===== src/rtl/flappy_pkg.sv =====
// flappy_pkg: types and constants shared by the flappy referee blocks.
//   game_state_t - game-level FSM states
//   bcd3_t       - three packed BCD digits, [11:8] hundreds
//   bcd_gt()     - magnitude compare of two bcd3_t values, hundreds first
package flappy_pkg;

    typedef enum logic [1:0] {IDLE, PLAYING, DYING, GAME_OVER} game_state_t;

    localparam int SCREEN_W = 640;
    localparam int SCREEN_H = 480;

    typedef logic [11:0] bcd3_t;

    function automatic logic bcd_gt(input bcd3_t a, input bcd3_t b);
        if (a[11:8] != b[11:8]) return a[11:8] > b[11:8];
        if (a[7:4]  != b[7:4])  return a[7:4]  > b[7:4];
        return a[3:0] > b[3:0];
    endfunction

endpackage


===== src/rtl/bcd_counter3.sv =====
// bcd_counter3: three-digit BCD up-counter that sticks at 999.
//   clk   - clock
//   reset - synchronous active-high reset to 000
//   clr   - synchronous clear to 000, wins over inc
//   inc   - add one (ignored once the count is 999)
//   q     - current count, [11:8] hundreds
module bcd_counter3
    import flappy_pkg::*;
(
    input  logic  clk,
    input  logic  reset,
    input  logic  clr,
    input  logic  inc,
    output bcd3_t q
);

    bcd3_t r_q;

    always_ff @(posedge clk) begin
        if (reset || clr) begin
            r_q <= '0;
        end else if (inc && (r_q != 12'h999)) begin
            // ripple carry digit by digit; the 999 guard above means the
            // hundreds digit never has to roll over
            if (r_q[3:0] != 4'd9) begin
                r_q[3:0] <= r_q[3:0] + 4'd1;
            end else begin
                r_q[3:0] <= 4'd0;
                if (r_q[7:4] != 4'd9) begin
                    r_q[7:4] <= r_q[7:4] + 4'd1;
                end else begin
                    r_q[7:4]  <= 4'd0;
                    r_q[11:8] <= r_q[11:8] + 4'd1;
                end
            end
        end
    end

    assign q = r_q;

endmodule


===== src/rtl/flappy_referee.sv =====
// flappy_referee: game referee between the pipe generator and bird physics.
// Detects bird/pipe and bird/screen-edge collisions, scores passed pipes in
// BCD, keeps the best score and runs the game-level FSM.
//   clk, reset          - clock, synchronous active-high reset
//   start               - user start; only a rising edge acts
//   pipe_x              - pipe column left edge
//   pipe_y0 / pipe_y1   - lower pipe top edge / upper pipe bottom edge
//   bird_y              - bird top row
//   run                 - high in PLAYING (enables pipes and bird)
//   game_over           - high in DYING and GAME_OVER
//   hit                 - one-cycle pulse when a collision ends play
//   score / best        - 3-digit BCD current and best score
module flappy_referee
    import flappy_pkg::*;
#(
    parameter int N            = 11,
    parameter int BIRD_X       = 160,
    parameter int BIRD_SIZE    = 15,
    parameter int PIPE_WIDTH   = 1,
    parameter int SCREEN_H     = flappy_pkg::SCREEN_H,
    parameter int DEATH_CYCLES = 12500000
) (
    input  logic         clk,
    input  logic         reset,
    input  logic         start,
    input  logic [N-1:0] pipe_x,
    input  logic [N-1:0] pipe_y0,
    input  logic [N-1:0] pipe_y1,
    input  logic [N-1:0] bird_y,
    output logic         run,
    output logic         game_over,
    output logic         hit,
    output logic [11:0]  score,
    output logic [11:0]  best
);

    // counter only ever holds DEATH_CYCLES-1 down to 0
    localparam int CW = (DEATH_CYCLES > 1) ? $clog2(DEATH_CYCLES) : 1;
    localparam logic [CW-1:0] DEATH_LOAD = CW'(DEATH_CYCLES - 1);

    // geometry is done one bit wider than the buses so sums cannot wrap
    localparam logic [N:0] BIRD_L = (N+1)'(BIRD_X);
    localparam logic [N:0] BIRD_R = (N+1)'(BIRD_X + BIRD_SIZE - 1);
    localparam logic [N:0] FLOOR  = (N+1)'(SCREEN_H - 1);

    game_state_t r_state, w_state_nxt;
    logic [CW-1:0] r_cnt, w_cnt_nxt;
    logic          r_passed, w_passed_nxt;
    bcd3_t         r_best, w_best_nxt;
    logic          r_hit, w_hit_nxt;
    logic          r_start_q;

    logic          w_clr, w_inc, w_run, w_game_over;
    bcd3_t         w_score;

    logic [N:0] w_px, w_px_r, w_by, w_by_b, w_y0, w_y1;
    logic       w_start_rise, w_x_overlap, w_pipe_hit, w_edge_hit;
    logic       w_collide, w_pass_evt, w_pass_clr;

    assign w_px   = {1'b0, pipe_x};
    assign w_px_r = w_px + (N+1)'(PIPE_WIDTH - 1);
    assign w_by   = {1'b0, bird_y};
    assign w_by_b = w_by + (N+1)'(BIRD_SIZE - 1);
    assign w_y0   = {1'b0, pipe_y0};
    assign w_y1   = {1'b0, pipe_y1};

    assign w_start_rise = start & ~r_start_q;

    assign w_x_overlap = (w_px <= BIRD_R) && (w_px_r >= BIRD_L);
    assign w_pipe_hit  = w_x_overlap && ((w_by <= w_y1) || (w_by_b >= w_y0));
    assign w_edge_hit  = (w_by == '0) || (w_by_b >= FLOOR);
    assign w_collide   = w_pipe_hit || w_edge_hit;

    // a pipe scores once when its right edge clears the bird; it re-arms
    // only after the generator respawns it to the right of the bird
    assign w_pass_evt = !r_passed && (w_px_r < BIRD_L);
    assign w_pass_clr = (w_px > BIRD_R);

    bcd_counter3 u_score (
        .clk   (clk),
        .reset (reset),
        .clr   (w_clr),
        .inc   (w_inc),
        .q     (w_score)
    );

    always_ff @(posedge clk) begin
        if (reset) begin
            r_state   <= IDLE;
            r_cnt     <= '0;
            r_passed  <= 1'b0;
            r_best    <= '0;
            r_hit     <= 1'b0;
            r_start_q <= 1'b0;
        end else begin
            r_state   <= w_state_nxt;
            r_cnt     <= w_cnt_nxt;
            r_passed  <= w_passed_nxt;
            r_best    <= w_best_nxt;
            r_hit     <= w_hit_nxt;
            r_start_q <= start;
        end
    end

    always_comb begin
        w_state_nxt  = r_state;
        w_cnt_nxt    = r_cnt;
        w_passed_nxt = r_passed;
        w_best_nxt   = r_best;
        w_hit_nxt    = 1'b0;
        w_clr        = 1'b0;
        w_inc        = 1'b0;
        w_run        = 1'b0;
        w_game_over  = 1'b0;
        case (r_state)
            IDLE: begin
                if (w_start_rise) begin
                    w_clr        = 1'b1;
                    w_passed_nxt = 1'b0;
                    w_state_nxt  = PLAYING;
                end
            end
            PLAYING: begin
                w_run = 1'b1;
                // collision takes priority over a same-cycle pass
                if (w_collide) begin
                    w_state_nxt = DYING;
                    w_hit_nxt   = 1'b1;
                    w_cnt_nxt   = DEATH_LOAD;
                end else if (w_pass_evt) begin
                    w_inc        = 1'b1;
                    w_passed_nxt = 1'b1;
                end else if (w_pass_clr) begin
                    w_passed_nxt = 1'b0;
                end
            end
            DYING: begin
                w_game_over = 1'b1;
                if (r_cnt == '0) begin
                    w_state_nxt = GAME_OVER;
                    if (bcd_gt(w_score, r_best)) w_best_nxt = w_score;
                end else begin
                    w_cnt_nxt = r_cnt - CW'(1);
                end
            end
            GAME_OVER: begin
                w_game_over = 1'b1;
                if (w_start_rise) begin
                    w_clr        = 1'b1;
                    w_passed_nxt = 1'b0;
                    w_state_nxt  = PLAYING;
                end
            end
            default: w_state_nxt = IDLE;
        endcase
    end

    assign run       = w_run;
    assign game_over = w_game_over;
    assign hit       = r_hit;
    assign score     = w_score;
    assign best      = r_best;

endmodule


===== config.mk =====
export PLATFORM = sky130hd
export DESIGN_NAME = flappy_referee
export DESIGN_NICKNAME = d
export VERILOG_FILES = /design/src/rtl/flappy_pkg.sv /design/src/rtl/bcd_counter3.sv /design/src/rtl/flappy_referee.sv
export SDC_FILE = /design/constraint.sdc
export NUM_CORES = 1
export LEC_CHECK = 0
export CAP_MARGIN = 20
export CORE_MARGIN = 1.5
export CORE_UTILIZATION = 50
export DETAILED_ROUTE_END_ITERATION = 12
export GPL_ROUTABILITY_DRIVEN = 0
export HOLD_SLACK_MARGIN = 0.05
export PLACE_DENSITY = 0.83
export SYNTH_ARGS = -nofsm -noshare
export SYNTH_HDL_FRONTEND = slang
export SYNTH_SLANG_ARGS = --single-unit
export TNS_END_PERCENT = 5

===== constraint.sdc =====
create_clock -name clk -period 5.2 [get_ports clk]
set_input_delay 1.04 -clock clk [delete_from_list [all_inputs] [get_ports clk]]
set_output_delay 1.04 -clock clk [all_outputs]
set_load 0.005 [all_outputs]

==> summary.md <==
| Metric | Value |
|---|---|
| Skew-Pair Late Insertion Delay | `0.31 ns` |
| Post-Synthesis Cells | `488` |
| Metal-1 WL | `4448 um` |
| Hold Path Sink | `r_cnt[9]$_SDFFE_PP0P_` |
| Met3 WL | `424 um` |
| Simple-Gate Fraction of Synth Area | `27.40%` |
| Compound-Gate Fraction of Synth Area | `18.46%` |
| Critical Path Source Type | `primary input` |
| Max stage delay on crit path | `0.56 ns` |
| Final Hold Fails | `0` |
| Critical path arrival | `4.92 ns` |
| RSZ-0062 raised after global routing | `no` |
| FF-to-FF End | `best[11]$_SDFFE_PP0P_` |
| Core Region | `0.007408 mm2` |
| FF-to-FF path depth | `8` |
| Most common cell on crit path | `ha_1` |
| Yosys top cell by area | `dfxtp_1` |
| Clock Path Buffers | `2` |
| Yosys top cell area share | `27.27%` |
| Mapped cell area | `0.003891 mm2` |
| WL/cell | `14.50 um` |
| CTS Buf Count | `5` |
| Post-route ant nets | `0` |
| XOR/XNOR Fraction of Synth Area | `2.476%` |
| Post-synthesis adder-cell area fraction | `13.50%` |
| Post-synthesis cell type count | `59` |
| Slew HR | `37.56%` |
| Multiplexer area fraction after synthesis | `3.859%` |
| CP Class | `primary input to flop` |
| Main combinational cell family by area after synthesis | `simple AND/OR/NAND/NOR gates` |
| Layout cells sized above 1 | `4.847%` |
| # DRC | `0` |
| First-pass GRT wire length | `16680 um` |
| Die W | `91.22 um` |
| Placed insts | `649` |
| Worst Tran Pin Value | `0.9366 ns` |
| I/O pin count | `74` |
| Non-filler cells, final | `656` |
| Pin count of the biggest net entering global routing | `35` |
| Met2 wire length | `4452 um` |
| Mean Syn Cell Area | `7.974 um2` |
| Root Driver | `clkbuf_8` |
| Fmax achieved | `0.2136 GHz` |
| H-tree depth | `2` |
| TritonRoute pass-1 iters | `4` |
| Hold depth | `2` |
| Clock period minus worst slack | `4.681 ns` |
| Setup Viol. Count Final | `0` |
| Resized cells post-CTS | `0` |
| Diodes inserted | `0` |
| Synth top area cells | `dfxtp_1 27%, ha_1 14%, inv_1 5.0%, a21oi_1 3.9%, mux2i_1 3.9%` |
| Starting Density | `52.52%` |
| Count of pins over their slew limit | `0` |
| Grt total ovfl | `0` |
| Input/output buffers | `73` |
| All-Layer GR Usage | `23.80%` |
| Critical path's slowest cell | `clkdlybuf4s50_1` |
| Vias in the first global route | `3813` |
| Worst r2r src | `r_cnt[10]$_SDFFE_PP0P_` |
| Min-Delay Path Class | `flop to flop` |
| Post-synthesis sequential area ratio | `27.27%` |
| Most used DFF post-synth | `dfxtp_1` |
| Hold Crit Start | `r_cnt[9]$_SDFFE_PP0P_` |
| Clk pin slew, worst setup/hold paths | `0.10 ns` |
| Post-DP HPWL | `7256 um` |
| TritonCTS sink count | `53` |
| CTS Hold Bufs | `0` |
| Iter 0 DRT Violations | `137` |
| Final setup TNS | `0 ns` |
| Initial antenna violation count | `0` |
| #FFs+latches synth | `53` |
| Crit path max fanout | `34` |
| Max-Cap Viols | `0` |
| Yosys warning total | `0` |
| Post-DR vias/cell | `5.843` |
| Via count | `3833` |
| Status | `finished clean` |
| Mapped Nets | `577` |
| Die H | `91.22 um` |
| Setup crit end kind | `flop` |
| Post-synth EDFFs | `0` |
| Cell Chain, Critical Path | `clkdlybuf4s50_1, inv_1, ha_1, nor2b_1, o21a_1, or2_2, ha_1, nand4_1, a211o_1, a31o_2, a211oi_1, nor3_4, buf_4, or4_1, a21oi_1` |
| Clock Skew | `0.01201 ns` |
| Routed WL | `9514 um` |
| Pwr Density | `298.1 mW/mm2` |
| Pleak | `0.001970 uW` |
| Setup Buffers After CTS | `0` |
| Final worst-path cycle share | `90.03%` |
| Flop2flop setup slack | `2.20 ns` |
| Total Die Area | `0.008321 mm2` |
| Top Metal Used | `met4` |
| Worst path required time | `5.43 ns` |
| Synth async-reset ratio | `0%` |
| Max IR drop VDD | `0.0003385 V` |
| Row cnt | `31` |
| Area grow syn2layout | `23.31%` |
| Nets@finish | `646` |
| CTS tree | `built` |
## cells in the final DEF (no fill, tap or decap), types with 11 or more instances in the layout
| cell type | n |
|---|---|
| nor3_1 | 24 |
| nor2b_1 | 11 |
| nor2_1 | 34 |
| nand4_1 | 11 |
| or3_1 | 12 |
| nand2_1 | 23 |
| mux2i_1 | 15 |
| o21ai_0 | 18 |
| dfxtp_1 | 53 |
| clkdlybuf4s50_1 | 73 |
| or4_1 | 13 |
| a21oi_1 | 30 |
| ha_1 | 42 |
| inv_1 | 52 |
| nand3_1 | 27 |
## synthesized netlist by cell type (11+ instances only)
library cell / instances
clkbuf_1: 11
a21oi_1: 30
mux2i_1: 15
or4_1: 13
nor3_1: 24
inv_1: 52
nor2b_1: 11
ha_1: 42
dfxtp_1: 53
nand2_1: 23
nor2_1: 34
nand3_1: 27
nand4_1: 11
o21ai_0: 18
or3_1: 12
## power breakdown
part / internal, uW / leakage, uW / total (uW) / switching, uW
clock: 106 / 0.0000433 / 241 / 135
sequential: 482 / 0.000432 / 552 / 69.7
combinational: 282 / 0.00149 / 638 / 356
## flip-flops by register name (all words and copies together) (netlist names)
signal / cells
r_start_q: 1
hit: 1
r_state: 2
best: 12
r_passed: 1
u_score.q: 12
r_cnt: 24
## through the flow
stage	area (um2)	worst slack [ns]	util [%]	hold WS [ns]	power (uW)
3_5_place_dp	4708	0.2546	63.55	0.4611	1186
3_3_place_gp	4708	0.3836	63.55	0.4531	1154
6_report	4798	0.5185	64.77	0.4707	1430
5_1_grt	4798	0.2928	64.77	0.5116	1534
2_1_floorplan	3891	1.189	-	0.4424	1003
4_1_cts	4798	0.5561	64.77	0.4749	1428
## kinds of logic after synthesis
family / count (synthesis)
flops: 53
buf+inv: 69
fa+ha+maj: 42
mux: 15
simple gates: 192
compound gates: 106
xor+xnor: 11
## cell type report
| type | instances | area [um2] |
|---|---|---|
| flip-flops and latches | 53 | 1061 |
| clock buffers | 6 | 82.58 |
| fillers | 626 | 2610 |
| multi-input cells | 366 | 2556 |
| repair buffers | 78 | 768.2 |
| inverters | 53 | 198.9 |
| clock inverters | 1 | 7.507 |
| well taps | 99 | 123.9 |
## critical path, delay by kind of cell
kind	cells	cell delay [ns]
compound gates	5	1.27
simple gates	5	1.18
buf+inv	3	0.89
fa+ha+maj	2	0.52
## layer usage
layer | vias up | track usage (%)
met1 | 1794 | 29.26
met4 | 0 | 7.813
met2 | 96 | 41.42
met5 | - | 0
li1 | 1922 | -
met3 | 21 | 4.606
## worst max-delay path by stage
stage,slack (ns),to,startpoint
2_1_floorplan,1.19,r_cnt[5]$_SDFFE_PP0P_,bird_y[1]
3_3_place_gp,0.38,r_cnt[6]$_SDFFE_PP0P_,bird_y[1]
3_5_place_dp,0.25,r_cnt[14]$_SDFFE_PP0P_,bird_y[1]
4_1_cts,0.56,r_cnt[7]$_SDFFE_PP0P_,bird_y[1]
5_1_grt,0.29,r_cnt[22]$_SDFFE_PP0P_,bird_y[1]
6_report,0.52,r_cnt[7]$_SDFFE_PP0P_,bird_y[1]
Note: power is estimated with default switching activity, not from simulation.
